## src/rtl/mem_stage_pkg.sv

```systemverilog
// Shared constants and bus layouts for the memory-access pipeline stage.
// Latency: n/a (types, constants and helpers only).
// Backpressure: n/a; stall semantics are carried by the STOP/NO_STOP encodings.
package mem_stage_pkg;

  localparam int STALL_W      = 6;
  localparam int EX_TO_MEM_WD = 80;
  localparam int MEM_TO_WB_WD = 70;
  localparam int MEM_TO_ID_FW = 38;

  // Stall vector bit values
  localparam logic STOP    = 1'b1;
  localparam logic NO_STOP = 1'b0;

  // ld_op encodings, shared with decode and execute
  localparam logic [3:0] LD_NONE = 4'b0000;
  localparam logic [3:0] LD_LW   = 4'b1111;
  localparam logic [3:0] LD_LB   = 4'b0001;
  localparam logic [3:0] LD_LBU  = 4'b0010;
  localparam logic [3:0] LD_LH   = 4'b0011;
  localparam logic [3:0] LD_LHU  = 4'b0100;
  localparam logic [3:0] ST_SB   = 4'b0101;
  localparam logic [3:0] ST_SH   = 4'b0111;

  // EX->MEM bus layout, msb first
  typedef struct packed {
    logic [3:0]  ld_op;
    logic [31:0] pc;
    logic        ram_en;
    logic [3:0]  ram_wen;
    logic        sel_rf_res;
    logic        rf_we;
    logic [4:0]  rf_waddr;
    logic [31:0] ex_result;
  } ex_mem_t;

  // MEM->WB bus layout; the low 38 bits double as the forwarding bus
  typedef struct packed {
    logic [31:0] pc;
    logic        rf_we;
    logic [4:0]  rf_waddr;
    logic [31:0] rf_wdata;
  } mem_wb_t;

  function automatic logic [31:0] ext8(input logic [7:0] b, input logic sgn);
    return {{24{sgn & b[7]}}, b};
  endfunction

  function automatic logic [31:0] ext16(input logic [15:0] h, input logic sgn);
    return {{16{sgn & h[15]}}, h};
  endfunction

endpackage

```

## src/rtl/mem_stage_load_align.sv

```systemverilog
// Aligns and extends a loaded SRAM word according to ld_op and the byte address.
// Latency: 0 cycles, purely combinational.
// Backpressure: none; the result follows its inputs.
module mem_stage_load_align
  import mem_stage_pkg::*;
(
  input  logic [3:0]  ld_op,
  input  logic [1:0]  addr,
  input  logic [31:0] word,
  output logic [31:0] result
);

  logic [7:0]  byte_sel;
  logic [15:0] half_sel;

  // Pick the addressed byte and halfword; addr[0] is ignored for halfwords
  always_comb begin
    byte_sel = word[7:0];
    case (addr)
      2'd0: byte_sel = word[7:0];
      2'd1: byte_sel = word[15:8];
      2'd2: byte_sel = word[23:16];
      2'd3: byte_sel = word[31:24];
      default: byte_sel = word[7:0];
    endcase
    half_sel = addr[1] ? word[31:16] : word[15:0];
  end

  // Extend according to load type; stores and ALU ops see the raw word
  always_comb begin
    result = word;
    case (ld_op)
      LD_LB:  result = ext8(byte_sel, 1'b1);
      LD_LBU: result = ext8(byte_sel, 1'b0);
      LD_LH:  result = ext16(half_sel, 1'b1);
      LD_LHU: result = ext16(half_sel, 1'b0);
      LD_LW, LD_NONE, ST_SB, ST_SH: result = word;
      default: result = word;
    endcase
  end

endmodule

```

## src/rtl/mem_stage.sv

```systemverilog
// MEM pipeline stage: registers EX->MEM, aligns load data, drives MEM->WB and MEM->ID.
// Latency: 1 cycle register, outputs combinational from it (0 cycles after the register).
// Backpressure: stall[3] holds the register (bubble if stall[4] is clear); SRAM word is captured while held.
module mem_stage
  import mem_stage_pkg::*;
(
  input  logic                    clk,
  input  logic                    rst,
  input  logic [STALL_W-1:0]      stall,
  input  logic [EX_TO_MEM_WD-1:0] ex_to_mem_bus,
  input  logic [31:0]             data_sram_rdata,
  output logic [MEM_TO_WB_WD-1:0] mem_to_wb_bus,
  output logic [MEM_TO_ID_FW-1:0] mem_to_id_bus
);

  ex_mem_t     stage_q;
  logic [31:0] rdata_hold;
  logic        hold_vld;
  logic [31:0] eff_rdata;
  logic [31:0] load_result;
  mem_wb_t     wb;

  logic stop_here;
  logic stop_wb;
  logic do_bubble;
  logic do_load;

  assign stop_here = (stall[3] == STOP);
  assign stop_wb   = (stall[4] == STOP);
  assign do_bubble = stop_here && !stop_wb;
  assign do_load   = !stop_here;

  // Stage register: reset, then bubble, then load, otherwise hold
  always_ff @(posedge clk) begin
    if (rst) begin
      stage_q <= '0;
    end else if (do_bubble) begin
      stage_q <= '0;
    end else if (do_load) begin
      stage_q <= ex_to_mem_bus;
    end
  end

  // Capture the SRAM word on the first held cycle so the load survives long stalls
  always_ff @(posedge clk) begin
    if (rst) begin
      hold_vld   <= 1'b0;
      rdata_hold <= '0;
    end else if (do_load || do_bubble) begin
      hold_vld   <= 1'b0;
    end else if (!hold_vld) begin
      rdata_hold <= data_sram_rdata;
      hold_vld   <= 1'b1;
    end
  end

  assign eff_rdata = hold_vld ? rdata_hold : data_sram_rdata;

  mem_stage_load_align u_load_align (
    .ld_op  (stage_q.ld_op),
    .addr   (stage_q.ex_result[1:0]),
    .word   (eff_rdata),
    .result (load_result)
  );

  // Writeback value select; outputs forced to zero while reset is asserted
  always_comb begin
    wb          = '0;
    wb.pc       = stage_q.pc;
    wb.rf_we    = stage_q.rf_we;
    wb.rf_waddr = stage_q.rf_waddr;
    wb.rf_wdata = stage_q.sel_rf_res ? load_result : stage_q.ex_result;
    mem_to_wb_bus = rst ? '0 : wb;
  end

  assign mem_to_id_bus = mem_to_wb_bus[MEM_TO_ID_FW-1:0];

  // SRAM write controls are consumed upstream; other stall bits belong to other stages
  logic unused_bits;
  assign unused_bits = ^{stall[5], stall[2:0], stage_q.ram_en, stage_q.ram_wen};

endmodule
```

## config.mk

```make
export PLATFORM = sky130hd
export DESIGN_NAME = mem_stage
export DESIGN_NICKNAME = d
export VERILOG_FILES = /design/src/rtl/mem_stage_pkg.sv /design/src/rtl/mem_stage_load_align.sv /design/src/rtl/mem_stage.sv
export SDC_FILE = /design/constraint.sdc
export NUM_CORES = 1
export LEC_CHECK = 0
export ABC_CLOCK_PERIOD_IN_PS = 4190
export BUFFER_PORTS_ARGS = -buffer_cell sky130_fd_sc_hd__buf_4
export CAP_MARGIN = 10
export CORE_MARGIN = 2
export CORE_UTILIZATION = 50
export DETAILED_ROUTE_END_ITERATION = 10
export PLACE_DENSITY_LB_ADDON = 0.15
export RECOVER_POWER = 25
export SYNTH_ARGS = -nofsm -noshare
export SYNTH_HDL_FRONTEND = slang
export SYNTH_SLANG_ARGS = --single-unit
export TNS_END_PERCENT = 50
```

## constraint.sdc

```tcl
create_clock -name clk -period 4.19 [get_ports clk]
set_input_delay 0.419 -clock clk [delete_from_list [all_inputs] [get_ports clk]]
set_output_delay 0.419 -clock clk [all_outputs]
set_load 0.03 [all_outputs]
```

Yosys cells after proc, flatten, opt, wreduce, memory -nomap -nowiden
Index checks and enable logic that the tools add are counted.
{"block": "totals", "in_bits": 120, "elab_cells": 28, "reg_bits": 108}
{"block": "op_classes", "reduce_logical": 6, "eq_ne": 7, "muxes": 7}
{"cell": "case mux 32 bit (4 select lines)", "n": 1}
{"cell": "two-way mux 70 bit", "n": 1}
{"cell": "two-way mux 32 bit", "n": 2}
{"cell": "case mux 8 bit (4 select lines)", "n": 1}
{"cell": "two-way mux 16 bit", "n": 1}
{"cell": "equality test 4 x 2 -> 1 bit, second input constant", "n": 2}
{"cell": "equality test 2 bit, second input constant", "n": 2}
{"cell": "equality test 4 x 1 -> 1 bit, second input constant", "n": 1}
{"cell": "equality test 4 x 3 -> 1 bit, second input constant", "n": 1}
{"cell": "equality test 2 x 1 -> 1 bit, second input constant", "n": 1}
{"cell": "zero test 1 bit", "n": 2}
{"cell": "zero test 2 bit", "n": 1}
{"cell": "OR reduction 2 bit", "n": 1}
{"cell": "logical AND 1 bit", "n": 1}
{"cell": "logical OR 1 bit", "n": 1}
{"cell": "two-way mux 1 bit", "n": 1}

Logic depth before layout (Yosys ltp)
{"block": "depth", "depth_word": 5, "mapped_depth": 8}

Hierarchy
From an unflattened synthesis, not the netlist that was laid out.
{"block": "hier_totals", "hier_cells": 765, "hier_area_um2": 6583.8}
{"module": "mem_stage", "seq_area_each_um2": 2162.1, "cells_each": 664, "area_per_inst_um2": 5756.8, "instances": 1}
{"module": "mem_stage_load_align", "seq_area_each_um2": 0.0, "cells_each": 101, "area_per_inst_um2": 827.0, "instances": 1}

Worst setup path after synthesis
OpenSTA, ideal clock, no wires.
{"block": "synth_timing", "path_kind": "register to output", "startpoint": "reg stage_q[76] in the netlist's numbering", "endpoint": "out mem_to_wb_bus[1]", "setup_slack_ns": 1.100, "t_arrival_ns": 2.671, "required_time_ns": 3.771, "stages_incl_launch_ff": 9, "path_buffers": 3, "cell_sequence": "dfxtp_1 clkbuf_1 or3b_1 a21oi_2 buf_2 nand2_1 o2111a_1 a211oi_1 buf_4"}
{"block": "synth_between", "elab_chain_len": 4, "elab_cells_between_ends": 7, "cone_classes": "eq/ne (4); mux (3)"}
{"element": "from (decl)", "line_no": "mem_stage.sv:16", "text": "ex_mem_t stage_q;"}
{"element": "from (signal assigned)", "line_no": "mem_stage.sv:40", "text": "stage_q <= ex_to_mem_bus;"}
{"element": "equality test 4 x 3 -> 1 bit, or another cell as far along", "line_no": "mem_stage_load_align.sv:32", "text": "case (ld_op)"}
{"element": "case mux 32 bit (4 select lines) *", "line_no": "mem_stage_load_align.sv:32"}
{"element": "two-way mux 32 bit *", "line_no": "mem_stage.sv:72", "text": "wb.rf_wdata = stage_q.sel_rf_res ? load_result : stage_q.ex_result;"}
{"element": "two-way mux 70 bit *", "line_no": "mem_stage.sv:73", "text": "mem_to_wb_bus = rst ? '0 : wb;"}
{"element": "to (decl)", "line_no": "mem_stage.sv:12", "text": "output logic [MEM_TO_WB_WD-1:0] mem_to_wb_bus,"}
Every way passes the cells marked *; elsewhere a longest branch is shown, timed or not.

Worst setup path after layout
Ends and elaborated chain as after synthesis.

==> flow_metrics.py <==
metrics = {
    "sta": {
        "min_period_ns": 3.30,
        "drv_slew": 54,
        "skew_ns": 0.00577,
        "fin_crit_sh": 0.787,
        "fmax_ghz": 0.303,
        "tightest_slew_ns": 1.64,
        "rsz0062_at_grt": "false",
        "hold_viol_final": 0,
        "setup_violations": 0,
        "maxSlewHeadroom": -0.0948,
        "fin_setup_tns_ns": 0,
    },
    "cells_and_area": {
        "drive_gt1_frac": 0.272,
        "antenna_cells": 0,
        "syn_to_final_growth_pct": 26.4,
        "final_util": 0.645,
        "nets": 944,
        "final_cell_mix": "buf_4, mux2i_1, dfxtp_1",
        "final_common_cell": "buf_4",
        "finalNonFillerCells": 971,
        "nFillCells": 982,
    },
    "worst_setup_path": {
        "ff2ff_path_depth": 4,
        "worstPathRequired_ns": 3.77,
        "endpoint_kind": "primary output",
        "path_class": "reg2out",
        "crit_fanout": 31,
        "rrSetupSlack_ns": 2.03,
        "start_kind": "register",
        "worstReg2RegStart": "hold_vld",
        "arrival_ns": 2.88,
        "r2r_end": "rdata_hold[9]",
    },
    "cts": {
        "cts_sinks": 108,
        "clkLatencyLatePin_ns": 0.35,
        "cts_resized": 0,
        "cts-buffers-inserted": 9,
        "hold_buffers": 0,
        "path_clk_slew_ns": 0.07,
        "postCtsSetupBuffers": 0,
        "cts_buffer_depth": 2,
        "root_buffer": "clkbuf_16",
        "htreeDepth": 3,
        "cts_tree": "built",
    },
    "synth": {
        "synth_edf_count": 0,
        "synth_ff_type": "dfxtp_1",
        "yosysSeqAreaShare": 0.374,
        "synth_fa_ha_area_frac": 0,
        "synth_top_cell_area_share": 0.374,
        "netlist_top_cells_area": "dfxtp_1, mux2i_1, nor2_1",
        "synth_seq_cells": 108,
        "syn_area_um2": 5770,
        "synth_compound_area_frac": 0.151,
        "async_flop_share": 0,
        "yosysUniqueCellTypes": 42,
        "synth-xor-area-share": 0.00152,
        "synth_area_leader_cell": "dfxtp_1",
        "synthSimpleGateAreaFrac": 0.178,
        "synth_top_family_by_area": "multiplexers",
        "synthMuxAreaShare": 0.203,
        "yosysWarnings": 0,
        "syn_inst": 680,
        "avgSynthCellArea_um2": 8.49,
        "syn-num-nets": 800,
    },
    "route": {
        "wl_mm": 16.5,
        "vias": 5247,
        "wl_met3_mm": 1.21,
        "wl_met2_mm": 7.86,
        "drtPass1Iterations": 5,
        "via_per_inst": 5.40,
        "drt_first_iter_violations": 328,
        "post_drt_wl_per_cell_um": 17.0,
        "topRoutingLayerUsed": "met4",
        "wl_met1_mm": 7.00,
        "postRouteAntennaNets": 0,
        "drc": 0,
    },
    "grt": {
        "grt-ovfl-total": 0,
        "grt_antenna_before_repair": 0,
        "grt_start_max_net_pins": 79,
        "grt_pass1_wl_mm": 26.2,
        "grt_use_total": 0.262,
        "grt_pass1_vias": 5163,
    },
    "outcome": {
        "violations": "capacitance limit, slew limit",
        "status": "finished, violations left",
    },
    "floorplan": {
        "ios": 228,
        "die_x_um": 111,
        "start_util": 0.510,
        "fp.coreArea_um2": 11300,
        "rows": 39,
        "die-area_um2": 12400,
        "die_height_um": 111,
    },
    "power": {
        "sw_frac_of_total": 0.297,
        "pwr-share-comb": 0.224,
        "total_power_w": 0.00253,
        "p_sw_w": 0.000750,
        "ir_drop_uv": 226,
        "power_frac_seq": 0.441,
        "p_leak_nw": 3.27,
        "p_int_w": 0.00178,
        "powerDensity_nw_per_um2": 346,
        "p_clk_frac": 0.336,
    },
    "placed_design": {
        "place_inst": 956,
        "gp_congestion": 0.858,
        "hpwl_mm": 12.0,
        "io_buffer_count": 218,
    },
    "min_path": {
        "whs_path_depth": 3,
        "min_path_type": "in2reg",
        "holdCritStartpoint": "ex_to_mem_bus[60]",
        "min_to": "stage_q[60]",
    },
    "run": {
        "maxCapViolCount": 1,
    },
}
-- worst max-delay path by stage --
| stage | slack (ns) | from | to |
|---|---|---|---|
| global route | 0.73 | stage_q[77] | mem_to_wb_bus[1] |
| floorplan | 1.10 | stage_q[76] | mem_to_wb_bus[1] |
| CTS | 0.88 | stage_q[76] | mem_to_wb_bus[1] |
| finish | 0.89 | stage_q[76] | mem_to_wb_bus[1] |
| global placement | 1.32 | stage_q[76] | mem_to_id_bus[1] |
| detailed placement | 1.27 | stage_q[76] | mem_to_wb_bus[1] |
-- power groups by stage --
| stage | logic [W] | clock network [W] | registers [W] |
|---|---|---|---|
| finish | 0.000565 | 0.000848 | 0.00111 |
| global route | 0.000605 | 0.000902 | 0.00112 |
| CTS | 0.000573 | 0.000866 | 0.00111 |
| detailed placement | 0.000571 | 0 | 0.00114 |
| global placement | 0.000561 | 0 | 0.00113 |
| floorplan | 0.000386 | 0 | 0.00112 |
-- sequential cells by signal (all words and copies together) (netlist names) --
name	flops
stage_q	75
rdata_hold	32
hold_vld	1
-- worst max-delay path: stages (launching register included) --
cell,delay (ns)
dfxtp_1,0.38
o21bai_1,0.32
a21o_1,0.87
a21oi_1,0.07
o2111a_1,0.27
a211oi_1,0.36
buf_4,0.25
-- layout make-up --
class,count,area (um2),area share
multi-input combinational,475,3080,0.422
timing repair buffer,226,1570,0.215
clock inverter,5,61.3,0.00840
inverter,4,15.0,0.00206
clock buffer,10,229,0.0314
tap,143,179,0.0245
sequential,108,2160,0.296
-- stage by stage --
stage	setup WS [ns]	area, um2	hold WS [ns]
global route	0.726	7300	0.293
floorplan	1.10	5770	0.433
finish	0.892	7300	0.293
CTS	0.879	7430	0.287
global placement	1.32	7140	0.438
detailed placement	1.27	7140	0.449
-- cells by family (layout without fill, tap and decap cells) --
| group | Yosys count | in the layout |
|---|---|---|
| AO/OA/AOI/OAI | 120 | 120 |
| XOR/XNOR | 1 | 1 |
| buffers and inverters | 97 | 245 |
| flip-flops | 108 | 108 |
| multiplexers | 115 | 115 |
| AND/OR/NAND/NOR | 239 | 239 |
-- metal layers --
| metal | up-vias | GRT usage |
|---|---|---|
| met3 | 32 | 0.0702 |
| met1 | 2458 | 0.325 |
| met4 | 0 | 0.105 |
| li1 | 2592 | - |
| met5 | - | 0 |
| met2 | 165 | 0.434 |
-- Yosys cell counts, drive strengths merged, types with 2 or more instances --
cell type / n
o21ai: 2
nor2: 93
nor2b: 38
a21oi: 45
nand2: 91
inv: 3
a211oi: 10
nand3: 8
nand2b: 2
o21a: 2
o221ai: 6
mux2i: 108
o22ai: 5
mux2: 6
clkbuf: 46
buf: 47
nor3: 2
o211ai: 6
a22o: 28
a31o: 6
o2111ai: 2
a21o: 2
dfxtp: 108
nand3b: 2
Note: power is estimated with default switching activity, not from simulation.
